File: config.mk
export PLATFORM = sky130hd
export DESIGN_NAME = dds_lut_scheduler
export DESIGN_NICKNAME = d
export VERILOG_FILES = /design/src/rtl/dds_lut_scheduler.sv
export SDC_FILE = /design/constraint.sdc
export NUM_CORES = 1
export LEC_CHECK = 0
export CAP_MARGIN = 20
export CORE_AREA = 2 2 172 123
export CTS_BUF_LIST = sky130_fd_sc_hd__clkbuf_4
export CTS_CLUSTER_SIZE = 24
export DETAILED_ROUTE_END_ITERATION = 10
export DIE_AREA = 0 0 174 125
export DONT_BUFFER_PORTS = 1
export PLACE_DENSITY = 0.79
export SYNTH_ARGS = -nofsm -noshare
export SYNTH_HDL_FRONTEND = slang
export SYNTH_SLANG_ARGS = --single-unit
File: constraint.sdc
create_clock -name clock -period 3.89 [get_ports clock]
set_clock_uncertainty 0.15 [all_clocks]
set_input_delay 0.5835 -clock clock [delete_from_list [all_inputs] [get_ports clock]]
set_output_delay 0.5835 -clock clock [all_outputs]
set_load 0.1 [all_outputs]
File: src/rtl/dds_lut_scheduler.sv
// rtl/dds_lut_scheduler.sv - multi-channel DDS phase accumulators sharing one registered waveform LUT
// Channels are serviced lowest-index first, three cycles each: ADDR, WAIT (ROM latency), CAPTURE.
module dds_lut_scheduler #(
    parameter int NUM_CH  = 4,
    parameter int PHASE_W = 32,
    parameter int ADDR_W  = 10,
    parameter int DATA_W  = 16
) (
    input  logic                      clock,
    input  logic                      reset,
    input  logic                      sample_tick,
    input  logic [NUM_CH-1:0]         ch_enable,
    input  logic [NUM_CH*PHASE_W-1:0] tuning_word,
    output logic [ADDR_W-1:0]         lut_addr,
    input  logic [DATA_W-1:0]         lut_data,
    output logic [NUM_CH*DATA_W-1:0]  sample_out,
    output logic [NUM_CH-1:0]         sample_valid,
    output logic                      busy,
    output logic                      overrun
);

    localparam int CH_W = (NUM_CH > 1) ? $clog2(NUM_CH) : 1;

    typedef enum logic [1:0] {S_IDLE, S_ADDR, S_WAIT, S_CAPTURE} state_t;

    state_t                     state_q, state_d;
    logic [NUM_CH-1:0]          pending_q, pending_d;
    logic [NUM_CH-1:0]          pending_left;
    logic [CH_W-1:0]            cur_q, first_idx;
    logic [PHASE_W-1:0]         phase_q [NUM_CH];
    logic [ADDR_W-1:0]          lut_addr_q;
    logic [NUM_CH*DATA_W-1:0]   sample_out_q;
    logic [NUM_CH-1:0]          sample_valid_q;
    logic                       overrun_q;

    always_ff @(posedge clock) begin
        if (reset) begin
            state_q   <= S_IDLE;
            pending_q <= '0;
        end else begin
            state_q   <= state_d;
            pending_q <= pending_d;
        end
    end

    always_comb begin
        first_idx = '0;
        for (int i = NUM_CH - 1; i >= 0; i--) begin
            if (pending_q[i]) first_idx = CH_W'(i);
        end
    end

    assign pending_left = pending_q & ~(NUM_CH'(1) << cur_q);

    always_comb begin
        state_d   = state_q;
        pending_d = pending_q;
        case (state_q)
            S_IDLE: begin
                if (sample_tick) begin
                    pending_d = ch_enable;
                    if (ch_enable != '0) state_d = S_ADDR;
                end
            end
            S_ADDR:  state_d = S_WAIT;
            S_WAIT:  state_d = S_CAPTURE;
            S_CAPTURE: begin
                pending_d = pending_left;
                state_d   = (pending_left != '0) ? S_ADDR : S_IDLE;
            end
            default: state_d = S_IDLE;
        endcase
    end

    always_comb begin
        busy = (state_q != S_IDLE);
    end

    // Phases of disabled channels are zeroed only while idle so a running frame is never disturbed.
    always_ff @(posedge clock) begin
        if (reset) begin
            for (int i = 0; i < NUM_CH; i++) phase_q[i] <= '0;
            cur_q          <= '0;
            lut_addr_q     <= '0;
            sample_out_q   <= '0;
            sample_valid_q <= '0;
            overrun_q      <= 1'b0;
        end else begin
            sample_valid_q <= '0;
            if (busy && sample_tick) overrun_q <= 1'b1;
            case (state_q)
                S_IDLE: begin
                    for (int i = 0; i < NUM_CH; i++) begin
                        if (!ch_enable[i]) phase_q[i] <= '0;
                    end
                end
                S_ADDR: begin
                    cur_q      <= first_idx;
                    lut_addr_q <= phase_q[first_idx][PHASE_W-1 -: ADDR_W];
                end
                S_CAPTURE: begin
                    sample_out_q[cur_q*DATA_W +: DATA_W] <= lut_data;
                    sample_valid_q[cur_q]                <= 1'b1;
                    phase_q[cur_q] <= phase_q[cur_q] + tuning_word[cur_q*PHASE_W +: PHASE_W];
                end
                default: ;
            endcase
        end
    end

    assign lut_addr     = lut_addr_q;
    assign sample_out   = sample_out_q;
    assign sample_valid = sample_valid_q;
    assign overrun      = overrun_q;

endmodule

After elaboration in Yosys (flattened, before gate mapping)
Memory sizes are Yosys's and may differ from the RTL's. A register that Yosys moved wholly into a read port is not among the register bits.
Index checks and enable logic that the tools add are counted.

word-level totals
  flip-flop bits (word level) = 77
  memory bits (writable) = 128
  word-level logic and storage cells = 81
  memories kept = 1

operators by class
  add/subtract/negate cells = 2
  order comparisons = 2
  equal/unequal tests = 5
  shifts and indexed selects = 4
  muxes and demuxes = 43
  bitwise operators = 7
  reductions and logical operators = 11

memories
  name     depth  bits a word  rd ports  clocked after Yosys merged registers in  write ports  line  RTL
  phase_q  4      32           2         2                                        4            30    logic [PHASE_W-1:0] phase_q [NUM_CH];

operators by type and width
  operator                                                                  count
  32-bit 2-to-1 mux                                                         5
  128-bit by 8-bit variable part select with 32-bit output                  1
  64-bit bitwise mux                                                        1
  16-bit by 34-bit variable shift with 64-bit output, first input constant  1
  16-bit by 34-bit variable part select with 64-bit output                  1
  6-bit negation with 34-bit output                                         1
  32-bit adder                                                              1
  32-bit OR reduction                                                       1
  1-bit 2-to-1 mux                                                          24
  2-bit 2-to-1 mux                                                          9
  2-bit one-hot mux with 4 select lines                                     1
  4-bit one-hot mux with 2 select lines                                     1
  4-bit nonzero test                                                        2
  4-bit AND                                                                 1
  2-bit == test, second input constant                                      2
  4-bit 2-to-1 mux                                                          1
  2-bit != test, second input constant                                      2
  4-bit NOT                                                                 1
  1-bit OR                                                                  4
  2-bit AND reduction                                                       2
  2-bit nonzero test                                                        2
  1-bit by 2-bit << shifter with 4-bit output, first input constant         1
  2-bit by 3-bit < comparator with 1-bit output, second input constant      1
  1-bit demux with 2-bit select                                             1
  other kinds (6)                                                           7

Longest topological paths before layout
Gate-level depths: netlist of run 1.

  depth after elaboration = 6
  depth in mapped cells = 12
  gate-level depth less buffers = 9

Worst setup path after synthesis of run 1
No wires, ideal clock.

  path kind = register -> register
  from = register state_q[1]
  to = memory phase_q[0][0], enable pin
  arrival = 3.229 ns
  required time = 3.309 ns
  slack = 0.080 ns
  stages on the path, launching flop included = 5
  path buffers = 0
  period minus slack after synthesis = 3.810 ns
  cell sequence = dfxtp_1 inv_1 ha_1 clkinv_1 o211ai_1

RTL lines
  item                    line  RTL
  start, declared         26    state_t state_q, state_d;
  start signal, assigned  41    state_q <= state_d;
  end, declared           30

==> summary.txt, run 1 <==
Run status
  • Run status: finished clean

Timing
  • Final Hold Viols: 0
  • Worst max-slew margin expressed relative to the limit: 30.6%
  • Number of failing setup endpoints in the final timing report: 0
  • Final Critical Period: 3670 ps
  • Final critical-path share of the clock period: 94.3%
  • Fmax: 273 MHz
  • Post-route worst hold slack: 66.3 ps
  • Final slew viol count: 0
  • Summed negative setup slack over all endpoints: 0 ps
  • Setup repair after global routing missed its margin: no
  • Worst Max-Slew Pin Slew: 1040 ps

Cells and area
  • Final instance count without filler cells: 1,411
  • Fraction of final layout cells with drive strength greater than 1: 19.0%
  • Synth-to-Final Area Change: 10.9%
  • Most frequent cells in the layout: sky130_fd_sc_hd__nor2_1 (173), sky130_fd_sc_hd__edfxtp_1 (128), sky130_fd_sc_hd__dfxtp_1 (86), sky130_fd_sc_hd__mux4_2 (74), sky130_fd_sc_hd__clkbuf_4 (74)
  • Net count, final: 1,289
  • Area of all placed cells without fillers: 13,200 um^2
  • Most common cell after layout, fill and taps aside: sky130_fd_sc_hd__nor2_1

Power and ir drop
  • Pwr/cell area: 680 nW/um^2
  • Portion of total power attributed to combinational logic: 41.7%
  • Clock Power Share: 21.7%
  • Static power due to leakage: 4.73 nW
  • Sequential cell fraction of total power: 36.6%
  • Peak ir drop on the vdd network: 0.000356 V
  • Net Sw Frac: 41.9%
  • Design internal power: 5.21 mW
  • Sw power: 3.76 mW

Drt
  • Number of search-and-repair iterations in the first detailed-routing pass: 5
  • Initial DRC count: 1,078
  • Routed Wire Length: 32.3 mm
  • Drt drc: 0
  • Average routed wire per standard cell: 22.9 um
  • Count of nets left with antenna violations after detail routing: 0
  • Via count: 9,381
  • Via count normalized by instance count: 6.65

Critical path
  • Worst path required time: 4150 ps
  • Critical Path, Cell by Cell: buf_12 -> mux4_2 -> fa_1 -> a211oi_2 -> nor3_1 -> o21ai_2 -> a31oi_1 -> or3_1 -> and3_1
  • Critical path endpoint category: flop
  • Critical Path Max Stage Delay: 580 ps
  • Critical-path cell with the highest stage delay: sky130_fd_sc_hd__mux4_2
  • Type of the worst setup path: flop to flop
  • WP data arrival: 3930 ps
  • Peak fanout along the critical path: 25
  • Setup slack of the most critical reg-to-reg path: 220 ps
  • CP Launch Type: flop

Die
  • Initial Util: 58.7%
  • Overall die height: 125 um
  • Cell Rows: 44
  • Placeable core region: 20,300 um^2
  • Die Span X: 174 um
  • Die outline area: 21,800 um^2
  • Num ports: 231

Placement
  • RD Place Congestion: 0.987
  • Buffers on Ports: 0
  • Post-detail-place hpwl: 21.7 mm
  • Cell Count Post-Placement: 1,293
  • Cell area after placement: 12,200 um^2

Clock network
  • Clock Path Buffers: 3
  • CTS Buf Count: 52
  • Setup bufs post-CTS: 0
  • Buffer type at the clock tree root: sky130_fd_sc_hd__clkbuf_4
  • CTS HTree Levels: 2
  • Clock Latency Late Sink: 730 ps
  • CTS sink cnt: 217
  • Clock tree from TritonCTS: built
  • Clock transition at the registers of the reported paths: 80 ps

Yosys
  • Synth Register Bits: 217
  • Sequential cell area fraction in the yosys report: 47.3%
  • Syn Inst Count: 1,055
  • Avg Inst Size Synth: 11.3 um^2
  • Netlist area before placement: 11,900 um^2
  • Count of different cell masters after synthesis: 67
  • Post-synth top flop: sky130_fd_sc_hd__edfxtp_1
  • Synthesized Nets: 1,249
  • Async set or reset register ratio after synthesis: 0%
  • Number of warnings issued by yosys: 0
  • Number of enable flip-flop cells after synthesis: 128

Global routing
  • Maximum number of pins on one net before global-route repair: 84
  • Number of global-route vias before repair: 8,963
  • Overall overflow remaining after global route: 0
  • Wire length of the first global-routing pass: 49.8 mm
  • Total routing resource utilization after global routing: 29.3%
  • Initial antenna violation count: 2

Hold path
  • Class of the worst hold path: primary input to flop

Job
  • Max cap viols: 0
-- cell usage after synthesis (all sizes together) (2+ instances only) --
cell / n / area (um^2)
xor2: 8 / 70.1
or2: 2 / 12.5
nor4: 2 / 33.8
a21oi: 46 / 249
nor2b: 6 / 37.5
a211o: 4 / 35.0
nor3: 30 / 155
buf: 34 / 180
a22oi: 65 / 488
o211ai: 19 / 148
nor2: 173 / 649
o21bai: 4 / 41.3
nor3b: 13 / 97.6
o31a: 10 / 87.6
edfxtp: 128 / 3840
o21a: 7 / 52.6
a221oi: 2 / 17.5
o211a: 3 / 30.0
and2: 7 / 43.8
inv: 13 / 48.8
nand4: 27 / 169
xnor2: 10 / 87.6
a21o: 7 / 52.6
nand2: 61 / 229
clkbuf: 40 / 150
ha: 42 / 526
or3: 8 / 55.1
a31oi: 2 / 12.5
nand3: 16 / 80.1
and4: 2 / 17.5
a211oi: 8 / 65.1
mux4: 74 / 1670
a21boi: 2 / 15.0
nor4b: 4 / 60.1
clkinv: 4 / 15.0
dfxtp: 89 / 1780
and3: 14 / 87.6
o22ai: 3 / 18.8
mux2i: 18 / 180
o21ai: 36 / 195
-- timing repair --
item                                   CTS  global route
hold buffers                            23             0
gates resized for setup                  0             1
endpoints found under the hold margin   85             0
setup endpoints to repair                0            28
-- kinds of logic (layout without fill, tap and decap cells) --
kind of cell             count (synthesis)  count (layout)  share of synthesized area [%]
other                                    0               1                              0
AO/OA/AOI/OAI                          225             225                           13.2
multiplexers                            93              93                           15.6
AND/OR/NAND/NOR                        368             368                           14.7
XOR/XNOR                                18              18                           1.32
flip-flops                             217             217                           47.3
adder cells (fa/ha/maj)                 43              43                           4.58
buffers and inverters                   91             170                           3.31
-- area by class of cell --
class | count | area, um^2
clock inverters | 19 | 135
multi-input cells | 747 | 5890
diodes | 1 | 2.50
fillers | 1575 | 7070
clock buffers | 74 | 556
well taps | 276 | 345
inverters | 17 | 63.8
flip-flops and latches | 217 | 5630
repair buffers | 60 | 569
-- path summary, 6_finish.rpt --
check | start | end | depth (start not counted)
setup reg to reg | flop | phase_q[3][24] | 9
hold reg to reg | pending_q[2] | pending_q[2] | 2
hold / removal | reset | lut_addr[6] | 2
setup / recovery | flop | phase_q[3][24] | 9
-- flip-flops by register name, summed over array words and instances (netlist names), named ones only --
signal        count
cur_q             2
sample_out       64
phase_q         128
state_q           2
sample_valid      4
pending_q         4
overrun           1
lut_addr         10
-- routing by layer --
metal,track usage (%),routed length (um)
met1,43.5,13600
met2,43.6,14500
met3,6.23,3490
met4,8.80,744
met5,0,13
-- metrics by stage --
| step | utilization [%] | power [mW] | setup slack, ps |
|---|---|---|---|
| 6_report | 65.1 | 8.97 | 221 |
| 5_1_grt | 65.1 | 9.44 | 34.7 |
| 4_1_cts | 65.0 | 8.91 | 115 |
| 3_5_place_dp | 60.4 | 6.92 | 191 |
| 3_3_place_gp | 60.4 | 6.81 | 256 |
| 2_1_floorplan | - | 6.01 | 80.1 |
-- power by group through the flow --
stage / registers (mW) / logic, mW / clock network, mW
4_1_cts: 3.28 / 3.65 / 1.97
6_report: 3.28 / 3.74 / 1.95
2_1_floorplan: 3.28 / 2.73 / 0
3_3_place_gp: 3.31 / 3.50 / 0
3_5_place_dp: 3.33 / 3.58 / 0
5_1_grt: 3.32 / 4.03 / 2.09
-- worst max-delay path: cells and delay by family, from the launching register on --
kind,cells,cell delay [ps]
adder cells (fa/ha/maj),1,530
flip-flops,1,380
AO/OA/AOI/OAI,3,730
AND/OR/NAND/NOR,3,730
buffers and inverters,1,250
multiplexers,1,580
Power figures use the tool's default switching activity.
==> run 2: changes to the inputs <==
--- a/config.mk
+++ b/config.mk
@@ -5,7 +5,7 @@
 export SDC_FILE = /design/constraint.sdc
 export NUM_CORES = 1
 export LEC_CHECK = 0
-export CAP_MARGIN = 20
+export CAP_MARGIN = 40
 export CORE_AREA = 2 2 172 123
 export CTS_BUF_LIST = sky130_fd_sc_hd__clkbuf_4
 export CTS_CLUSTER_SIZE = 24
==> summary.txt, run 2 (synthesis gave the netlist of run 1 again) <==
Run status
  • Run status: finished clean

Critical path
  • Critical Path Max Stage Delay: 580 ps
  • Peak fanout along the critical path: 25
  • Worst path top cell family by delay: compound AO/OA/AOI/OAI gates
  • Setup slack of the most critical reg-to-reg path: 180 ps
  • Critical-path cell with the highest stage delay: sky130_fd_sc_hd__mux4_2
  • Worst reg-to-reg path cell count: 9
  • Worst path required time: 4140 ps
  • Critical Path, Cell by Cell: buf_12 -> mux4_2 -> fa_1 -> a211oi_1 -> nor3_1 -> o21ai_2 -> a31oi_1 -> or3_1 -> and3_1
  • Type of the worst setup path: flop to flop
  • WP data arrival: 3970 ps
  • Critical path endpoint category: flop
  • Combined buffer and inverter count along the critical path: 1
  • Worst reg2reg path endpoint: phase_q[1][24]
  • CP Launch Type: flop

Drt
  • Number of search-and-repair iterations in the first detailed-routing pass: 6
  • Via count normalized by instance count: 6.75
  • Drt drc: 0
  • Average routed wire per standard cell: 24.3 um
  • Via count: 10,100
  • Count of nets left with antenna violations after detail routing: 0
  • Routed Wire Length: 36.4 mm
  • Initial DRC count: 1,277

Timing
  • Final critical-path share of the clock period: 95.4%
  • Slack of the critical path: 177 ps
  • Summed negative setup slack over all endpoints: 0 ps
  • Worst max-slew margin expressed relative to the limit: 46.5%
  • Fmax: 269 MHz
  • Setup repair after global routing missed its margin: no
  • Final Critical Period: 3710 ps
  • Number of failing setup endpoints in the final timing report: 0
  • Worst Max-Slew Pin Slew: 801 ps
  • Final Hold Viols: 0
  • Final slew viol count: 0

Die
  • Overall die height: 125 um
  • Initial Util: 58.7%
  • Placeable core region: 20,300 um^2
  • Die outline area: 21,800 um^2
  • Num ports: 231
  • Cell Rows: 44
  • Die Span X: 174 um

Clock network
  • Clock Path Buffers: 3
  • CTS sink cnt: 217
  • Post-CTS Hold Fix Bufs: 22
  • CTS HTree Levels: 2
  • Setup bufs post-CTS: 0
  • Clock transition at the registers of the reported paths: 80 ps
  • Buffer type at the clock tree root: sky130_fd_sc_hd__clkbuf_4
  • Clock Latency Late Sink: 680 ps
  • CTS Buf Count: 51
  • Clock tree from TritonCTS: built
  • PostCTS Resize Cnt: 0

Cells and area
  • Largest register FFs: 128
  • Synth-to-Final Area Change: 22.6%
  • Fraction of final layout cells with drive strength greater than 1: 24.7%
  • Area occupied by multi-input gates: 5890 um^2
  • Most common cell after layout, fill and taps aside: sky130_fd_sc_hd__nor2_1
  • Number of inserted filler cells in the final layout: 1,327
  • Utilization after layout: 72.0%
  • Top register by number of flip-flops: phase_q
  • Area of all placed cells without fillers: 14,600 um^2
  • Net count, final: 1,367
  • Most frequent cells in the layout: sky130_fd_sc_hd__nor2_1 (173), sky130_fd_sc_hd__edfxtp_1 (128), sky130_fd_sc_hd__dfxtp_1 (86), sky130_fd_sc_hd__clkbuf_4 (83), sky130_fd_sc_hd__mux4_2 (74)
  • Area taken by flip-flops and latches: 5630 um^2

Placement
  • Post-Place Setup Slack: 226 ps
  • Buffers on Ports: 0
  • Post-detail-place hpwl: 24.3 mm
  • RD Place Congestion: 0.987
  • Cell area after placement: 13,700 um^2

Power and ir drop
  • Clock Power Share: 20.6%
  • Power after layout: 9.20 mW
  • Net Sw Frac: 42.1%
  • Pwr/cell area: 631 nW/um^2
  • Sw power: 3.87 mW
  • Sequential cell fraction of total power: 32.7%
  • Design internal power: 5.33 mW
  • Static power due to leakage: 5.38 nW
  • Portion of total power attributed to combinational logic: 46.7%
  • Peak ir drop on the vdd network: 0.000319 V

Hold path
  • Class of the worst hold path: primary input to flop
  • Hold Crit Start: lut_data[9]
  • Instance count along the most critical hold path: 2
  • Worst hold path endpoint: sample_out[57]

Global routing
  • Number of global-route vias before repair: 10,100
  • Overall overflow remaining after global route: 0
  • Initial antenna violation count: 3
  • Total routing resource utilization after global routing: 33.2%
  • Wire length of the first global-routing pass: 56.1 mm
  • Maximum number of pins on one net before global-route repair: 84

Job
  • Max cap viols: 0
==> run 2: cell types whose count changed in the layout (fill, tap and decap cells not counted), sizes merged <==
| cell | before | now |
|---|---|---|
| buf | 37 | 118 |
| clkbuf | 75 | 83 |
| clkinv | 21 | 16 |
| bufinv | 2 | 0 |
| diode | 1 | 3 |
| clkinvlp | 0 | 1 |
| dlygate4sd3 | 22 | 21 |
==> run 2: power by group through the flow <==
stage	registers, mW	logic (mW)	clock network (mW)
final	3.01	4.30	1.90
after global routing	3.04	4.58	2.04
after CTS	3.00	4.18	1.91
after detailed placement	3.05	4.09	0
after global placement	3.31	3.50	0
after floorplan	3.28	2.73	0
==> run 2: worst max-delay path by stage <==
stage                          startpoint              to  slack [ps]  depth (start not counted)
after floorplan                state_q[1]   phase_q[0][0]          80                          4
after global placement    tuning_word[96]  phase_q[0][24]         260                          9
after detailed placement  tuning_word[96]  phase_q[3][24]         230                          9
after CTS                            flop  phase_q[1][24]         230                          9
after global routing                 flop  phase_q[2][14]          10                          9
final                                flop  phase_q[1][24]         180                          9
==> run 2: final cells by class <==
| class | instances | area share, % |
|---|---|---|
| multi-input combinational | 747 | 40.3 |
| inverter | 17 | 0.437 |
| sequential | 217 | 38.6 |
| tap | 276 | 2.37 |
| clock inverter | 13 | 0.360 |
| timing repair buffer | 139 | 13.6 |
| antenna | 3 | 0.0515 |
| clock buffer | 83 | 4.27 |
==> run 2: metrics by stage <==
| stage | hold WS, ps | std cells |
|---|---|---|
| after detailed placement | 317 | 1373 |
| after global routing | 54.2 | 1495 |
| after CTS | 7.71 | 1491 |
| after floorplan | 304 | 1055 |
| after global placement | 307 | 1293 |
| final | 48.8 | 1495 |
==> run 2: metal layers <==
layer  track usage (%)  share of wire [%]  wire [um]
met1              44.9                 37      13600
met2              50.9                 45      16500
met3              8.45                 12       4490
met4              15.4                4.8       1740
met5                 0                  0          0
==> run 2: worst register-to-register path, delay by kind of cell, from the launching register on <==
family                   cells  cell delay [ps]
buffers and inverters        1              250
AND/OR/NAND/NOR              3              760
adder cells (fa/ha/maj)      1              520
multiplexers                 1              580
flip-flops                   1              380
AO/OA/AOI/OAI                3              790
